$ cat config.mk
export PLATFORM = sky130hd
export DESIGN_NAME = param_updown_counter
export DESIGN_NICKNAME = d
export VERILOG_FILES = /design/src/rtl/param_updown_counter.sv
export SDC_FILE = /design/constraint.sdc
export NUM_CORES = 1
export LEC_CHECK = 0
export ABC_AREA = 1
export CAP_MARGIN = 0
export CORE_MARGIN = 1
export CORE_UTILIZATION = 28
export DETAILED_ROUTE_END_ITERATION = 16
export PLACE_DENSITY = 0.67
export SYNTH_ARGS = -nofsm -noshare
export SYNTH_HDL_FRONTEND = slang
export SYNTH_SLANG_ARGS = --single-unit
export TNS_END_PERCENT = 100
$ cat constraint.sdc
create_clock -name clk -period 4.2 [get_ports clk]
set_input_delay 1.05 -clock clk [delete_from_list [all_inputs] [get_ports clk]]
set_output_delay 1.05 -clock clk [all_outputs]
set_load 0.01 [all_outputs]
$ cat src/rtl/param_updown_counter.sv
// Parametrised up/down modulo counter with wrap or saturate, sync clear/load,
// combinational terminal count for cascading, and overflow/load-error reporting.
module param_updown_counter #(
    parameter int WIDTH    = 3,
    parameter int MODULUS  = 8,
    parameter bit SATURATE = 1'b0,
    parameter int RST_VAL  = 0
) (
    input  logic             clk,
    input  logic             rst,
    input  logic             w,
    input  logic             up,
    input  logic             clr,
    input  logic             load,
    input  logic [WIDTH-1:0] load_val,
    output logic [WIDTH-1:0] y,
    output logic             tc,
    output logic             ovf,
    output logic             ovf_flag,
    output logic             ld_err
);

    localparam logic [WIDTH-1:0] TOP   = WIDTH'(MODULUS - 1);
    localparam logic [WIDTH-1:0] RST_Y = WIDTH'(RST_VAL);
    localparam bit               FULL  = (MODULUS == (1 << WIDTH));

    logic             at_top;
    logic             at_zero;
    logic             legal_y;
    logic             load_ok;
    logic [WIDTH-1:0] y_next;
    logic             ovf_next;
    logic             flag_next;
    logic             err_next;

    assign at_top  = (y == TOP);
    assign at_zero = (y == '0);

    // With a full power-of-two modulus every encoding is legal, so the range
    // compares are dropped rather than left as constant-true logic.
    generate
        if (FULL) begin : g_full
            assign legal_y = 1'b1;
            assign load_ok = 1'b1;
        end else begin : g_partial
            assign legal_y = (y <= TOP);
            assign load_ok = (load_val <= TOP);
        end
    endgenerate

    assign tc = w & (up ? at_top : at_zero);

    always_comb begin
        y_next    = y;
        ovf_next  = 1'b0;
        flag_next = ovf_flag;
        err_next  = 1'b0;
        if (clr) begin
            y_next    = '0;
            flag_next = 1'b0;
        end else if (load) begin
            if (load_ok) begin
                y_next = load_val;
            end else begin
                err_next = 1'b1;
            end
        end else if (w) begin
            if (!legal_y) begin
                // Out-of-range state: snap back to the bound in the count direction.
                y_next   = up ? '0 : TOP;
                ovf_next = 1'b1;
            end else if (up) begin
                if (at_top) begin
                    y_next    = SATURATE ? y : '0;
                    ovf_next  = 1'b1;
                    flag_next = 1'b1;
                end else begin
                    y_next = WIDTH'(y + 1'b1);
                end
            end else begin
                if (at_zero) begin
                    y_next    = SATURATE ? y : TOP;
                    ovf_next  = 1'b1;
                    flag_next = 1'b1;
                end else begin
                    y_next = WIDTH'(y - 1'b1);
                end
            end
        end
    end

    always_ff @(posedge clk or posedge rst) begin
        if (rst) begin
            y        <= RST_Y;
            ovf      <= 1'b0;
            ovf_flag <= 1'b0;
            ld_err   <= 1'b0;
        end else begin
            y        <= y_next;
            ovf      <= ovf_next;
            ovf_flag <= flag_next;
            ld_err   <= err_next;
        end
    end

endmodule

Word-level counts from Yosys, hierarchy flattened:

Cells that the tools add are included.

* register bits: 5
* input port bits: 9
* output and inout port bits: 7
* word-level logic and storage cells: 33

* $add $sub $neg: 2
* equality and inequality tests: 3
* multiplexer cells: 19
* bitwise gates (word level): 1
* reductions and logical operators: 5

Operators by type and width (number)
* 3-bit two-way mux: 6
* 1-bit two-way mux: 13
* 3-bit nonzero test: 2
* 4-bit AND reduction: 1
* 3-bit by 1-bit adder with 3-bit output (second input constant): 1
* 3-bit == test (second input constant): 1
* 3-bit zero test: 1
* 3-bit by 1-bit != test with 1-bit output (second input constant): 1
* 3-bit by 1-bit subtractor with 3-bit output (second input constant): 1
* 2-bit != test (second input constant): 1
* 2-bit nonzero test: 1
* 1-bit bitwise AND: 1

Logic depth before layout (Yosys ltp):

Gate-level depths: netlist (run 1).

* depth after elaboration: 6
* depth in mapped cells: 10
* gate-level depth less buffers: 10

Worst setup path after synthesis (run 1):

OpenSTA, ideal clock, no wires.

* path type: in2out
* start: input up
* end: output tc
* arrival: 1.423 ns
* required time: 3.150 ns
* path slack: 1.727 ns
* stages: 4
* buffers on the path: 0
* path through: inv_2 or2_1 nand3_2 inv_1

* longest elaborated chain between the ends: 2

RTL lines
* from (decl): line 12 `input logic up,`
* 1-bit two-way mux: line 51 `assign tc = w & (up ? at_top : at_zero);`
* 1-bit bitwise AND: line 51
* to (decl): line 17 `output logic tc,`

Every way passes these cells.

Worst setup path after layout (run 1):

Ends and elaborated chain as after synthesis.

==> results.md, run 1 <==
* Die Span Y at 39.9 µm
* Post-CTS sizing at 0
* Unique masters post-synth at 17
* Clock-pin slew on the worst setup and hold paths at 40 ps
* Register area at 125 µm²
* CTS buffer count at 3
* WHS at 502 ps
* Grt ovf at 0
* DRT iter0 DRCs at 2
* Worst setup margin at 671 ps
* Vias at 367
* Final routed DRC violation total at 0
* Via/cell ratio at 4.08
* Initial core utilization at 0.305
* Worst-path cell chain: clkdlybuf4s50_1 > inv_2 > or2_1 > nand3_2 > inv_1 > clkdlybuf4s50_1
* Synth Cell Area at 402 µm²
* Final worst clock skew at 0.265 ps
* Register share of total power at 0.359
* Die Wd at 39.9 µm
* Largest net degree at the start of global routing at 7
* Worst path required time at 3150 ps
* Nets at 89
* GRT Util Overall at 0.122
* Post-CTS Repair Setup Buffers at 0
* RSZ-0062 raised after global routing: no
* Comb pwr share at 0.298
* Syn_nets at 71
* Synth warn at 0
* Seq/Total Area, Yosys at 0.312
* FMAX at 283 MHz
* First drt pass iteration count at 2
* Clk pwr share at 0.342
* Drt total wl at 739 µm
* # diodes at 0
* CP endpoint kind: output pin
* Clock root cell: clkbuf_4
* CTS max path bufs at 2
* Startpoint Class: input port
* CP dominant cell by count: clkdlybuf4s50_1
* Sw frac at 0.276
* Top-Level Pins at 16
* Non-Filler Instances at 90
* Final Hold Vio Count at 0
* Setup CP Type: input port to output pin
* Global-route wire length before repair at 1260 µm
* Worst vdd ir at 0.124 mV
* H-tree depth at 1
* Area Overhead vs Synth at 44.2%
* Crit path arrival time at 2480 ps
* Status: finished, final reports clean
* Detailed placement HPWL at 630 µm
* Fillcell total at 134
* Crit-path max cell delay at 560 ps
* Final instance area at 579 µm²
* Final setup fails at 0
* Max-cap violation count at 0
* Internal power at 0.113 mW
* Antenna-violating nets left at 0
* DP Area at 553 µm²
* Pwr Density at 268 nW/µm²
* R2R Setup Slk at 2760 ps
* Static leakage at 0.307 nW
* Hold_buf cts at 0
* Final cycle utilization of the critical path at 0.840
* Share of layout cells above drive strength 1 at 0.107
* Footprint of the multi-input gates at 218 µm²
* Slowest cell on the critical path: clkdlybuf4s50_1
* Standard-cell row count at 13
* Initial antenna violation count at 0
* Cell count after placement at 86
* Asr flop ratio synth at 1.00
* Gpl congestion at 0.747
* Synthesized flop and latch total at 5
* Hold Crit Class: flop to flop
* Post-synth EDFFs at 0
* TritonCTS clock tree: done
* Pre-CTS setup slack at 672 ps
* Die area at 1590 µm²
* Port Buffers at 14
* Setup tns final at 0 ps
* Cell count after synthesis at 58
* Layout Utilization at 0.440
* CP max FO at 5
* Clk Latency, worst-skew pair at 230 ps
* Avg WL per Cell at 8.21 µm
* Top_reg_cell synth: dfrtp_1
* Clock tree sinks at 5
* Vias in the first global route at 310
* Sw power at 0.0430 mW
* Core Area at 1320 µm²
* Power consumption at 0.155 mW
* Tmin final at 3530 ps
* Post-Syn Area per Cell at 6.92 µm²
* Final Slew Violations at 0
-- cell usage in the layout (no fill, tap or decap) --
master	netlist	final
inv_2	2	2
nand3_2	1	1
clkbuf_1	0	1
nand2_1	18	18
clkdlybuf4s50_1	0	14
or2_1	2	2
nand3_1	1	1
nor2_1	7	7
nor2_2	1	1
bufinv_8	1	1
or2_0	1	1
ha_1	4	4
dfrtp_1	5	5
o21ai_0	1	1
conb_1	1	1
a21oi_1	3	3
clkbuf_4	0	3
o21ai_1	2	2
inv_1	7	7
-- cell families (layout without fill, tap and decap cells) --
| family | count (synthesis) | after routing | synth area share |
|---|---|---|---|
| flops | 5 | 5 | 0.312 |
| fa+ha+maj | 4 | 4 | 0.125 |
| compound gates | 6 | 6 | 0.0747 |
| simple gates | 31 | 31 | 0.333 |
| other cells | 1 | 1 | 0.00934 |
| buf+inv | 11 | 28 | 0.146 |
-- area by class of cell --
class,count,share of cell area
multi-input cells,42,0.376
repair buffers,14,0.242
flip-flops and latches,5,0.216
inverters,10,0.0886
clock buffers,4,0.0454
well taps,15,0.0324
-- state kept, by name (all words and copies together) (netlist names) --
name	cells
ovf_flag	1
y	3
ovf	1
-- critical path, delay by kind of cell --
| kind | cells | cell delay (ps) |
|---|---|---|
| simple gates | 2 | 310 |
| buf+inv | 4 | 1120 |
-- per-layer routing --
layer,vias to the layer above,track usage,part of all wire
li1,206,-,-
met1,152,0.175,0.48
met2,9,0.173,0.49
met3,0,0.00568,0.030
met4,0,0.0776,0
met5,-,0,0
-- power by group through the flow --
stage / Combinational (mW) / Clock [mW] / Sequential (mW)
finish: 0.0464 / 0.0532 / 0.0559
global route: 0.0537 / 0.0570 / 0.0565
CTS: 0.0470 / 0.0568 / 0.0559
detailed placement: 0.0466 / 0 / 0.0565
global placement: 0.0462 / 0 / 0.0564
floorplan: 0.0248 / 0 / 0.0575
-- synthesized netlist by cell type (2+ instances only) --
master / instances / area [µm²]
nand2_1: 18 / 67.6
inv_1: 7 / 26.3
nor2_1: 7 / 26.3
dfrtp_1: 5 / 125
ha_1: 4 / 50.1
a21oi_1: 3 / 15.0
inv_2: 2 / 7.51
o21ai_1: 2 / 10.0
or2_1: 2 / 12.5
-- final timing paths --
kind	startpoint	end	cells past startpoint
min	ovf_flag	ovf_flag	2
max in group asynchronous	rst	ovf	2
max reg2reg	y[0]	y[2]	7
min reg2reg	ovf_flag	ovf_flag	2
min in group asynchronous	rst	y[2]	2
max	up	tc	6
(Power assumes the default switching activity.)
==> inputs of run 2 (changes only) <==
--- a/config.mk
+++ b/config.mk
@@ -10,7 +10,7 @@
 export CORE_MARGIN = 1
 export CORE_UTILIZATION = 28
 export DETAILED_ROUTE_END_ITERATION = 16
-export PLACE_DENSITY = 0.67
+export PLACE_DENSITY = 0.69
 export SYNTH_ARGS = -nofsm -noshare
 export SYNTH_HDL_FRONTEND = slang
 export SYNTH_SLANG_ARGS = --single-unit
==> constraint.sdc (replaced) <==
create_clock -name clk -period 2.88 [get_ports clk]
set_input_delay 0.72 -clock clk [delete_from_list [all_inputs] [get_ports clk]]
set_output_delay 0.72 -clock clk [all_outputs]
set_load 0.01 [all_outputs]
==> run 2 against run 1 <==
Global-route usage increased by 0.21 points. First-iteration DRC count unchanged. Critical path type is now flop to output pin. Clock power rose by 47%. Final cell count grew 1.1%. Clock skew up 1.1 ps.
==> results.md, run 2 (synthesized netlist as in run 1, its figures left out) <==
* Detailed placement HPWL at 676 µm (was 630 µm)
* Via/cell ratio at 4.11 (was 4.08)
* Gpl congestion at 0.807 (was 0.747)
* CP max FO at 5 (unchanged)
* GRT Util Overall at 0.124 (was 0.122)
* Tmin final at 2620 ps
* CP dominant cell by count: ha_1 (was clkdlybuf4s50_1)
* WHS at 506 ps (was 502 ps)
* Final cycle utilization of the critical path at 0.910
* Vias at 374 (was 367)
* Pwr Density at 389 nW/µm² (was 268 nW/µm²)
* First drt pass iteration count at 2 (unchanged)
* Clk Latency, worst-skew pair at 240 ps (was 230 ps)
* Worst path bufs/invs at 2 (was 4)
* Port Buffers at 14 (unchanged)
* Final routed DRC violation total at 0 (unchanged)
* Standard-cell row count at 13 (unchanged)
* CTS buffer count at 3 (unchanged)
* Clock root cell: clkbuf_4 (unchanged)
* Initial core utilization at 0.305 (unchanged)
* Setup tns final at 0 ps (unchanged)
* Worst-path cell chain: ha_1 > ha_1 > or2_1 > nand3_2 > inv_1 > clkdlybuf4s50_1 (was clkdlybuf4s50_1 > inv_2 > or2_1 > nand3_2 > inv_1 > clkdlybuf4s50_1)
* Commonest non-fill, non-tap cell in the layout: nand2_1 (unchanged)
* Final worst clock skew at 1.35 ps (was 0.265 ps)
* Setup CP Type: flop to output pin (was input port to output pin)
* Die Wd at 39.9 µm (unchanged)
* Most frequent cells in the layout: 18 x nand2_1, 13 x clkdlybuf4s50_1, 7 x nor2_1, 7 x inv_1, 5 x dfrtp_1 (was 18 x nand2_1, 14 x clkdlybuf4s50_1, 7 x nor2_1, 7 x inv_1, 5 x dfrtp_1)
* Crit path arrival time at 1900 ps (was 2480 ps)
* Vias in the first global route at 335 (was 310)
* Grt ovf at 0 (unchanged)
* H-tree depth at 1 (unchanged)
* Hold Crit Class: flop to flop (unchanged)
* Worst vdd ir at 0.244 mV (was 0.124 mV)
* Die area at 1590 µm² (unchanged)
* Pre-CTS setup slack at 26.0 ps (was 672 ps)
* Clock tree sinks at 5 (unchanged)
* Slowest cell on the critical path: clkdlybuf4s50_1 (unchanged)
* Initial antenna violation count at 0 (unchanged)
* Power consumption at 0.229 mW (was 0.155 mW)
* Layout Utilization at 0.447 (was 0.440)
* TritonCTS clock tree: done (unchanged)
* Top reg by flops: y (unchanged)
* DRT iter0 DRCs at 2 (unchanged)
* Antenna-violating nets left at 0 (unchanged)
* # diodes at 0 (unchanged)
* CP endpoint kind: output pin (unchanged)
* Share of layout cells above drive strength 1 at 0.118 (was 0.107)
* Nets at 90 (was 89)
* Startpoint Class: flop (was input port)
* Core Area at 1320 µm² (unchanged)
* RSZ-0062 raised after global routing: no (unchanged)
* Max-cap violation count at 0 (unchanged)
* Largest net degree at the start of global routing at 7 (unchanged)
* R2R Setup Slk at 1440 ps (was 2760 ps)
* Worst path required time at 2160 ps (was 3150 ps)
* Delay-heaviest family, CP: buffers and inverters (unchanged)
* Crit-path max cell delay at 460 ps (was 560 ps)
* Area Overhead vs Synth at 46.7% (was 44.2%)
* Avg WL per Cell at 9.08 µm (was 8.21 µm)
* FMAX at 382 MHz
* Final Slew Violations at 0 (unchanged)
* Static leakage at 0.320 nW (was 0.307 nW)
* Die Span Y at 39.9 µm (unchanged)
* CTS max path bufs at 2 (unchanged)
* Top-Level Pins at 16 (unchanged)
* Clock-pin slew on the worst setup and hold paths at 40 ps (about the same)
* Status: finished, final reports clean (unchanged)
* Final setup fails at 0 (unchanged)
* Biggest regs: y x3, ovf x1, ovf_flag x1 (unchanged)
* Max FFs per register at 3 (unchanged)
* Global-route wire length before repair at 1260 µm (about the same)
* Worst setup margin at 260 ps (was 671 ps)
* Drt total wl at 826 µm (was 739 µm)
* Final Hold Vio Count at 0 (unchanged)
[run 2: changes by cell type in the layout (fill, tap and decap cells not counted), sizes merged]
cell,change
buf,+1
dlymetal6s2s,+1
clkdlybuf4s50,-1
[run 2: timing repair]
item / 4_1_cts / 5_1_grt
hold buffers: 0 / 0
buffers inserted: 0 / 0
resized for setup: 0 / 1
setup endpoints to repair: 0 / 1
[run 2: worst paths after layout]
kind,cells after the start,to,start
min in group asynchronous,2,y[2],rst
max,6,tc,y[0]
min reg2reg,2,ovf_flag,ovf_flag
max reg2reg,6,ovf_flag,y[0]
max in group asynchronous,2,y[1],rst
min,2,ovf_flag,ovf_flag
[run 2: metrics by stage]
step,area [µm²],std cells
finish,589,91
global route,589,91
CTS,587,91
detailed placement,561,87
global placement,561,87
floorplan,402,58
[run 2: final cells by class]
class / instances / area, µm²
multi-input combinational: 42 / 218
timing repair buffer: 15 / 150
tap: 15 / 18.8
clock buffer: 4 / 26.3
sequential: 5 / 125
inverter: 10 / 51.3
fill: 133 / 728
[run 2: power by group]
| group | switching [mW] | internal [mW] |
|---|---|---|
| clock network | 0.0262 | 0.0522 |
| logic | 0.0320 | 0.0372 |
| registers | 0.00597 | 0.0756 |
| total | 0.0642 | 0.165 |
[run 2: tightest hold or removal path, stage by stage (launching register included)]
cell	delay [ps]
dfrtp_1	340
nand2_1	50
o21ai_1	70
[run 2: routing by layer]
metal,up-vias,part of all wire,wire [µm],GRT usage
met5,-,0,0,0
li1,206,-,-,-
met1,159,0.45,372,0.140
met2,9,0.52,427,0.190
met4,0,0,0,0.103
met3,0,0.031,26,0.0341
